==> src/rtl/vend_balance.sv <==
// vend_balance -- credit accumulator and purchase controller for a vending machine.
//
// Tracks the customer's inserted credit, accepts or refuses coins against a
// balance ceiling, approves or rejects purchases against the latched item price,
// dwells in VEND for HOLD_CYCLES cycles after each sale and refunds credit on
// cancel. All outputs are registered.
//
// Optional build macro:
//   VEND_AUTO_CHANGE_EN  when defined, any credit left after a sale is refunded
//                        automatically; when undefined, that credit is kept for
//                        further purchases.
//
// Parameters:
//   HOLD_CYCLES   sys_clk cycles spent in VEND after a purchase
//   MAX_BAL       balance ceiling (stays within the 0..999 display converter)
//
// Ports:
//   sys_clk       system clock, rising edge
//   sys_rst_n     asynchronous active-low reset
//   coin_vld      coin-accepted strobe, coin_type sampled with it
//   coin_type     00=1, 01=5, 10=10, 11=50 units
//   sel_vld       item-select strobe, sel_price sampled with it
//   sel_price     item price in units
//   buy_req       purchase request strobe
//   cancel        refund request strobe
//   balance       current credit, 0..MAX_BAL
//   change_out    refund amount, valid with change_vld, held between refunds
//   change_vld    one-cycle refund strobe
//   vend_ok       one-cycle purchase-accepted strobe
//   insufficient  one-cycle purchase-rejected strobe
//   coin_reject   one-cycle coin-refused strobe
//   busy          high while in VEND or CHANGE
module vend_balance #(
    parameter logic [23:0] HOLD_CYCLES = 24'd50,
    parameter logic [9:0]  MAX_BAL     = 10'd999
) (
    input  logic       sys_clk,
    input  logic       sys_rst_n,
    input  logic       coin_vld,
    input  logic [1:0] coin_type,
    input  logic       sel_vld,
    input  logic [9:0] sel_price,
    input  logic       buy_req,
    input  logic       cancel,
    output logic [9:0] balance,
    output logic [9:0] change_out,
    output logic       change_vld,
    output logic       vend_ok,
    output logic       insufficient,
    output logic       coin_reject,
    output logic       busy
);

    typedef enum logic [1:0] {
        IDLE   = 2'd0,
        ACCUM  = 2'd1,
        VEND   = 2'd2,
        CHANGE = 2'd3
    } state_t;

    state_t      state;
    logic [9:0]  price;
    logic [23:0] hold_cnt;
    logic [10:0] coin_sum;
    logic        coin_fits;
    logic        hold_done;

    function automatic logic [9:0] coin_value(input logic [1:0] t);
        case (t)
            2'b00: return 10'd1;
            2'b01: return 10'd5;
            2'b10: return 10'd10;
            2'b11: return 10'd50;
        endcase
    endfunction

    // Sum is one bit wider than the balance so an over-ceiling coin can never
    // wrap around into an apparently valid value.
    assign coin_sum  = {1'b0, balance} + {1'b0, coin_value(coin_type)};
    assign coin_fits = (coin_sum <= {1'b0, MAX_BAL});
    assign hold_done = (({1'b0, hold_cnt} + 25'd1) >= {1'b0, HOLD_CYCLES});

    always_ff @(posedge sys_clk or negedge sys_rst_n) begin
        if (!sys_rst_n) begin
            state        <= IDLE;
            balance      <= 10'd0;
            change_out   <= 10'd0;
            price        <= 10'd0;
            hold_cnt     <= 24'd0;
            change_vld   <= 1'b0;
            vend_ok      <= 1'b0;
            insufficient <= 1'b0;
            coin_reject  <= 1'b0;
            busy         <= 1'b0;
        end else begin
            change_vld   <= 1'b0;
            vend_ok      <= 1'b0;
            insufficient <= 1'b0;
            coin_reject  <= 1'b0;

            if (sel_vld) begin
                price <= sel_price;
            end

            case (state)
                IDLE, ACCUM: begin
                    // cancel beats buy_req beats coin_vld; a coin arriving with
                    // either of the others is handed back.
                    if (cancel) begin
                        coin_reject <= coin_vld;
                        state       <= CHANGE;
                        busy        <= 1'b1;
                    end else if (buy_req && (state == ACCUM)) begin
                        coin_reject <= coin_vld;
                        if ((price != 10'd0) && (balance >= price)) begin
                            balance  <= balance - price;
                            vend_ok  <= 1'b1;
                            hold_cnt <= 24'd0;
                            state    <= VEND;
                            busy     <= 1'b1;
                        end else begin
                            insufficient <= 1'b1;
                        end
                    end else if (coin_vld) begin
                        if (coin_fits) begin
                            balance <= coin_sum[9:0];
                            state   <= ACCUM;
                        end else begin
                            coin_reject <= 1'b1;
                        end
                    end
                end

                VEND: begin
                    coin_reject <= coin_vld;
                    if (hold_done) begin
                        hold_cnt <= 24'd0;
`ifdef VEND_AUTO_CHANGE_EN
                        if (balance != 10'd0) begin
                            state <= CHANGE;
                        end else begin
                            state <= IDLE;
                            busy  <= 1'b0;
                        end
`else
                        state <= (balance != 10'd0) ? ACCUM : IDLE;
                        busy  <= 1'b0;
`endif
                    end else begin
                        hold_cnt <= hold_cnt + 24'd1;
                    end
                end

                CHANGE: begin
                    // Refund strobe fires even for a zero balance so the
                    // cancel always gets an acknowledgement.
                    coin_reject <= coin_vld;
                    change_out  <= balance;
                    change_vld  <= 1'b1;
                    balance     <= 10'd0;
                    state       <= IDLE;
                    busy        <= 1'b0;
                end

                default: begin
                    state <= IDLE;
                    busy  <= 1'b0;
                end
            endcase
        end
    end

endmodule

==> config.mk <==
export PLATFORM = sky130hd
export DESIGN_NAME = vend_balance
export DESIGN_NICKNAME = d
export VERILOG_FILES = /design/src/rtl/vend_balance.sv
export SDC_FILE = /design/constraint.sdc
export NUM_CORES = 1
export LEC_CHECK = 0
export ABC_AREA = 1
export CAP_MARGIN = 0
export CORE_MARGIN = 2
export CORE_UTILIZATION = 40
export DETAILED_ROUTE_END_ITERATION = 7
export PLACE_DENSITY = 0.61
export SLEW_MARGIN = 30
export SYNTH_ARGS = -nofsm -noshare
export SYNTH_HDL_FRONTEND = slang
export SYNTH_SLANG_ARGS = --single-unit
==> constraint.sdc <==
create_clock -name sys_clk -period 5.5 [get_ports sys_clk]
set_input_delay 0.55 -clock sys_clk [delete_from_list [all_inputs] [get_ports sys_clk]]
set_output_delay 0.55 -clock sys_clk [all_outputs]
set_load 0.02 [all_outputs]
==> results of run 1 <==
[cells by family (layout without fill, tap and decap cells)]
| kind of cell | count (synthesis) | in the layout | synth area share |
|---|---|---|---|
| and+or+nand+nor | 357 | 357 | 0.3735 |
| buffers and inverters | 97 | 145 | 0.08818 |
| AOI/OAI and AO/OA | 74 | 74 | 0.09590 |
| DFF | 61 | 61 | 0.3622 |
| adders and majority gates | 20 | 20 | 0.06295 |
| xor gates and xnor gates | 7 | 7 | 0.01455 |
| muxes | 1 | 1 | 0.002672 |
[state kept, by name, indices dropped and copies added (netlist names)]
name	count
state	2
balance	10
vend_ok	1
insufficient	1
hold_cnt	24
change_out	10
coin_reject	1
busy	1
change_vld	1
price	10
[final timing paths]
kind | startpoint | endpoint | slack, ns | depth (start not counted)
max | balance[6]$_DFFE_PN0P_ | balance[8]$_DFFE_PN0P_ | 2.37 | 10
min in group sys_clk | change_out[4]$_DFFE_PN0P_ | change_out[4]$_DFFE_PN0P_ | 0.49 | 2
min reg2reg | change_out[4]$_DFFE_PN0P_ | change_out[4]$_DFFE_PN0P_ | 0.49 | 2
max reg2reg | balance[6]$_DFFE_PN0P_ | balance[8]$_DFFE_PN0P_ | 2.37 | 10
max in group asynchronous | sys_rst_n | price[2]$_DFFE_PN0P_ | 4.62 | 2
min | sys_rst_n | hold_cnt[16]$_DFFE_PN0P_ | 0.37 | 2
[final cells by class]
class / instances / area [um2]
fill: 1065 / 5315
sequential: 61 / 1526
tap: 136 / 170.2
clock inverter: 4 / 47.55
multi-input combinational: 459 / 2316
inverter: 87 / 327.8
timing repair buffer: 43 / 422.9
clock buffer: 11 / 151.4
[critical path: stages (launching register included)]
cell                        delay (ns)
sky130_fd_sc_hd__dfrtp_1          0.52
sky130_fd_sc_hd__ha_1             0.43
sky130_fd_sc_hd__nand2_1          0.12
sky130_fd_sc_hd__nor2_1           0.16
sky130_fd_sc_hd__nand4_1          0.11
sky130_fd_sc_hd__o2111ai_1        0.26
sky130_fd_sc_hd__nand2_1          0.15
sky130_fd_sc_hd__a21oi_1          0.65
sky130_fd_sc_hd__nand2_1          0.41
sky130_fd_sc_hd__nand2_1          0.15
sky130_fd_sc_hd__nand2_1          0.06
[metal layers]
layer / wire [um] / part of all wire
met4: 317 / 0.029
met5: 0 / 0
met2: 5115 / 0.46
met1: 5065 / 0.46
met3: 531 / 0.048
[cell usage after synthesis, types with 3 or more instances]
library cell / number / area [um2]
sky130_fd_sc_hd__xor2_1: 6 / 52.55
sky130_fd_sc_hd__o22ai_1: 5 / 31.28
sky130_fd_sc_hd__clkbuf_1: 5 / 18.77
sky130_fd_sc_hd__nor3_1: 6 / 30.03
sky130_fd_sc_hd__buf_2: 5 / 25.02
sky130_fd_sc_hd__o21ai_1: 3 / 15.01
sky130_fd_sc_hd__nand3_1: 48 / 240.2
sky130_fd_sc_hd__a21oi_1: 19 / 95.09
sky130_fd_sc_hd__nand2_1: 188 / 705.7
sky130_fd_sc_hd__inv_1: 83 / 311.6
sky130_fd_sc_hd__a211oi_1: 4 / 30.03
sky130_fd_sc_hd__nor2_2: 8 / 50.05
sky130_fd_sc_hd__nor2_1: 67 / 251.5
sky130_fd_sc_hd__nand4_1: 18 / 112.6
sky130_fd_sc_hd__inv_2: 3 / 11.26
sky130_fd_sc_hd__ha_1: 18 / 225.2
sky130_fd_sc_hd__nor4_1: 3 / 18.77
sky130_fd_sc_hd__o21ai_0: 36 / 180.2
sky130_fd_sc_hd__nor2_4: 5 / 56.30
sky130_fd_sc_hd__dfrtp_1: 61 / 1526
sky130_fd_sc_hd__nand2_2: 7 / 43.79
[power breakdown]
group / internal, mW / total, mW / switching, mW
logic: 0.445 / 1.20 / 0.750
clock network: 0.230 / 0.411 / 0.181
registers: 0.557 / 0.703 / 0.146
==> results.md, run 1 <==
- Run status: finished, final reports clean
- Period utilisation layout: 0.5699
- Final antenna-violating net count: 0
- Number of diodes: 0
- Vias in the first global route: 3939
- Gr ovfl total: 0
- Height of the die: 106.6 um
- Worst-Margin Slew: slightly above 0.8 ns
- Setup slack after layout: 2.365 ns
- Fraction of layout cells with a size suffix above 1: 0.07068
- Cell count after placement: slightly below 800
- Sequential cell area fraction in the yosys report: 0.3622
- Wire length per cell: 13.77 um
- Mapped Nets: 655
- Buffers inserted during post-CTS setup optimization: 0
- DR vias/cell: between 5 and 6
- Slew HR: 0.4627
- Non-filler instance count after layout: 801
- Final weighted congestion in routability-driven placement: 0.9364
- Setup repair after global routing missed its margin: no
- First-pass DRT Iterations: 5
- Required @ worst endpoint: 5.73 ns
- Library cell used as clock root buffer: sky130_fd_sc_hd__clkbuf_8
- Layout Nets: 699
- Combined global-route utilization of all metal layers: 0.2091
- Static power due to leakage: 2.429 nW
- Async SR Flop Fraction: 1.000
- Cell area after placement: 0.004763 mm2
- Worst supply voltage drop on vdd: 0.2641 mV
- Clk slew on worst S/H paths: around 0.07 ns
- Commonest cells after routing, fill and taps aside: 188 x sky130_fd_sc_hd__nand2_1, 83 x sky130_fd_sc_hd__inv_1, 67 x sky130_fd_sc_hd__nor2_1, 61 x sky130_fd_sc_hd__dfrtp_1, 48 x sky130_fd_sc_hd__nand3_1
- Largest fanout on the critical path: 11
- Number of distinct library cells after synthesis: 34
- Clk Latency, worst-skew pair: 0.35 ns
- Number of H-tree branching levels: 3
- Max Cap Viol: 0
- Overall die area: 0.01137 mm2
- Total power: 2.310 mW
- Most frequent standard cell in the layout excluding fill and tap cells: sky130_fd_sc_hd__nand2_1
- Antenna violations before repair: 0
- # setup viols final: 0
- Core area: roughly 0.01 mm2
- # resized after CTS: 0
- Shortest period the worst path allows: 3.135 ns
- Via count: 4030
- Classification of the worst-slack hold path: in2async
- Starting Density: 0.4100
- Number of buffers on the longest clock path: 2
- Placed wire-length estimate after detailed placement: 8570 um
- Achievable clock frequency: approximately 0.32 GHz
- DRC violations left: 0
- Post-Route WL: 11030 um
- First-pass GRT wire length: 18740 um
- Count of buffers inserted at the top-level ports: 42
- Largest net degree at the start of global routing: 62
- Worst endpoint data arrival time: around 3.4 ns
- Crit start category: register
- Post-synthesis register bit count: 61
- Number of flops mapped to enable cells by yosys: 0
- Grt met1 use: 0.2745
- Worst clock skew: 0.01064 ns
- Die Wd: 106.6 um
- Total Neg Setup Slack: 0 ns
- Dpl ws: 2.030 ns
- Clock net sink count: between 60 and 70
- Final core utilization: 0.4828
- Most Crowded Layer GR: met2
- Top-level port count: 43
- Number of buffers created by CTS: 9
- Type of the worst setup path: reg2reg
- Number of synthesis warnings: 0
- Final hold violations: 0
- Synthesis-to-layout area growth: 17.76%
- Met2 Resource Use GR: 0.3339
- Hold Worst Slack: 0.3745 ns
- Number of cell rows: 37
- Iteration-0 DRC Markers: 288
- Post-synthesis instance total: a little over 600
- Final cell area excluding filler cells: 0.004962 mm2
- Power per cell area: 465.5 mW/mm2
- TritonCTS clock tree: done
- Number of slew-limit violations in the final report: 0
- Setup crit end kind: register
- Mapped Avg Cell Area: 6.830 um2
- Flip-flop cell with the highest count after synthesis: sky130_fd_sc_hd__dfrtp_1
- Cts hold-fix bufs: 0
- Global-route met3 utilization: 0.04316
- Synth Cell Area: 0.004214 mm2
Power figures use the tool's default switching activity.
==> inputs of run 2 (changes only) <==
--- a/config.mk
+++ b/config.mk
@@ -10,7 +10,7 @@
 export CORE_MARGIN = 2
 export CORE_UTILIZATION = 40
 export DETAILED_ROUTE_END_ITERATION = 7
-export PLACE_DENSITY = 0.61
+export PLACE_DENSITY = 0.63
 export SLEW_MARGIN = 30
 export SYNTH_ARGS = -nofsm -noshare
 export SYNTH_HDL_FRONTEND = slang
==> constraint.sdc (replaced) <==
create_clock -name sys_clk -period 2.8 [get_ports sys_clk]
set_input_delay 0.28 -clock sys_clk [delete_from_list [all_inputs] [get_ports sys_clk]]
set_output_delay 0.28 -clock sys_clk [all_outputs]
set_load 0.02 [all_outputs]
==> run 2 against run 1 <==
Largest cell class unchanged. Via count increased by 2.4%. Design area up 2.0%. Sequential cell count unchanged. Worst hold slack got worse by 0.27 ns. Register-to-register slack lost 2.0 ns. Clock power up 100%. Non-clock buffer count rose by 13. Critical path depth grew 9. Critical path type is now in2reg. First-iteration DRC count is 48% lower. Largest power group unchanged. Die area unchanged.
==> results.md, run 2 (same netlist as run 1, synthesis figures left out) <==
- Run status: finished, final reports clean
- Final antenna-violating net count: 0
- Count of buffers inserted at the top-level ports: 42
- Number of H-tree branching levels: 3
- Total power: 4.652 mW
- Worst-Margin Slew: 0.8061 ns
- DR vias/cell: 5.075
- Worst clock skew: 0.01196 ns
- Classification of the worst-slack hold path: in2async
- Number of flip-flops in the largest register: 24
- # resized after CTS: 0
- First-pass GRT wire length: 19180 um
- FF+latch area: approximately 0.0015 mm2
- Number of buffers created by CTS: 9
- Total Neg Setup Slack: 0 ns
- Biggest register: hold_cnt
- Type of the worst setup path: in2reg
- Vias in the first global route: approximately 4200
- Die Wd: about 110 um
- Worst endpoint data arrival time: 2.77 ns
- Final weighted congestion in routability-driven placement: 0.8903
- Hold Worst Slack: 0.1046 ns
- TritonCTS clock tree: done
- Synthesis-to-layout area growth: 20.07%
- Iteration-0 DRC Markers: between 100 and 150
- Library cell used as clock root buffer: sky130_fd_sc_hd__clkbuf_8
- Commonest cells after routing, fill and taps aside: 188 x sky130_fd_sc_hd__nand2_1, 83 x sky130_fd_sc_hd__inv_1, 67 x sky130_fd_sc_hd__nor2_1, 61 x sky130_fd_sc_hd__dfrtp_1, 48 x sky130_fd_sc_hd__nand3_1
- Number of diodes: 0
- Number of slew-limit violations in the final report: 0
- Overall die area: 0.01137 mm2
- Via count: about 4100
- Fraction of layout cells with a size suffix above 1: 0.08567
- First-pass DRT Iterations: 7
- Core area: just over 0.01 mm2
- Layout Nets: 712
- Max Cap Viol: 0
- Starting Density: 0.4100
- Top-level port count: 43
- Antenna violations before repair: 0
- Crit start category: primary input
- Filler Cell Count: 1093
- Clk Latency, worst-skew pair: 0.34 ns
- Cts hold-fix bufs: 0
- Setup repair after global routing missed its margin: no
- Static power due to leakage: around 2.5 nW
- Height of the die: 106.6 um
- # setup viols final: 0
- Slew HR: 0.4626
- Gr ovfl total: 0
- Wire length per cell: 13.45 um
- Period utilisation layout: 0.9055
- Combined global-route utilization of all metal layers: 0.2101
- Setup crit end kind: register
- Largest net degree at the start of global routing: 62
- Clk slew on worst S/H paths: 0.07 ns
- Area taken by multi-input logic gates: 0.002316 mm2
- Shortest period the worst path allows: 2.536 ns
- Clock net sink count: 61
- Power per cell area: 919.4 mW/mm2
- Post-Route WL: about 11000 um
- Final hold violations: 0
- Required @ worst endpoint: 3.04 ns
- Achievable clock frequency: 0.3944 GHz
- Buffers inserted during post-CTS setup optimization: 0
- DRC violations left: 0
- Number of cell rows: 37
- Final core utilization: 0.4923
- Largest fanout on the critical path: 10
- Number of buffers on the longest clock path: 2
- Placed wire-length estimate after detailed placement: 8487 um
- Worst supply voltage drop on vdd: about 0.56 mV
- Most frequent standard cell in the layout excluding fill and tap cells: sky130_fd_sc_hd__nand2_1
run 2: cell count changes in the layout (fill, tap and decap cells not counted), sizes merged:
cell	change
clkinv	-2
clkinvlp	-1
clkbuf	+2
buf	+13
run 2: path summary, 6_finish.rpt:
| path | slack [ns] | from | depth (start not counted) | to |
|---|---|---|---|---|
| setup / recovery | 0.26 | coin_type[1] | 19 | balance[9]$_DFFE_PN0P_ |
| hold / removal | 0.10 | sys_rst_n | 2 | hold_cnt[3]$_DFFE_PN0P_ |
| setup reg to reg | 0.35 | balance[0]$_DFFE_PN0P_ | 17 | balance[9]$_DFFE_PN0P_ |
| hold reg to reg | 0.49 | change_out[1]$_DFFE_PN0P_ | 2 | change_out[1]$_DFFE_PN0P_ |
| max in group asynchronous | 2.15 | sys_rst_n | 2 | hold_cnt[18]$_DFFE_PN0P_ |
| min in group sys_clk | 0.49 | change_out[1]$_DFFE_PN0P_ | 2 | change_out[1]$_DFFE_PN0P_ |
run 2: cell type report:
class / instances / area share
inverters: 87 / 0.06479
multi-input cells: 459 / 0.4577
well taps: 136 / 0.03363
clock inverters: 1 / 0.005935
clock buffers: 13 / 0.03338
flip-flops and latches: 61 / 0.3017
repair buffers: 56 / 0.1029
run 2: power by group:
part	switching, mW	leakage, nW	internal (mW)
combinational	1.54	1.60	0.974
sequential	0.214	0.794	1.10
clock	0.350	0.102	0.475
run 2: worst max-delay path, stage by stage:
cell and delay, ns:
sky130_fd_sc_hd__clkdlybuf4s50_1 0.49, sky130_fd_sc_hd__inv_1 0.09, sky130_fd_sc_hd__ha_1 0.16, sky130_fd_sc_hd__inv_1 0.06, sky130_fd_sc_hd__fa_1 0.36, sky130_fd_sc_hd__inv_1 0.08, sky130_fd_sc_hd__nand3_1 0.09, sky130_fd_sc_hd__nand2_1 0.13
sky130_fd_sc_hd__nand2_1 0.08, sky130_fd_sc_hd__nand2_1 0.07, sky130_fd_sc_hd__nand2_1 0.06, sky130_fd_sc_hd__nand2_1 0.09, sky130_fd_sc_hd__nor2_1 0.05, sky130_fd_sc_hd__nand3_1 0.09, sky130_fd_sc_hd__nand4_1 0.08, sky130_fd_sc_hd__nand2_1 0.08
sky130_fd_sc_hd__nand2_1 0.22, sky130_fd_sc_hd__nand2_1 0.14, sky130_fd_sc_hd__nand2_1 0.05
run 2: per-stage QoR:
| step | area [um2] | setup slack, ns | std cells |
|---|---|---|---|
| 2_1_floorplan | 4214 | 0.5136 | 617 |
| 3_3_place_gp | 4861 | 0.06963 | 799 |
| 3_5_place_dp | 4861 | -0.08007 | 799 |
| 4_1_cts | 5060 | 0.2811 | 813 |
| 5_1_grt | 5060 | 0.02324 | 813 |
| 6_report | 5060 | 0.2645 | 813 |
run 2: routing by layer:
metal | wire length (um) | up-vias | part of all wire | global-route usage
met5 | 0 | - | 0 | 0
met3 | 371 | 23 | 0.034 | 0.03708
met2 | 5483 | 79 | 0.50 | 0.3717
met4 | 244 | 0 | 0.022 | 0.07143
li1 | - | 2092 | - | -
met1 | 4833 | 1932 | 0.44 | 0.2575
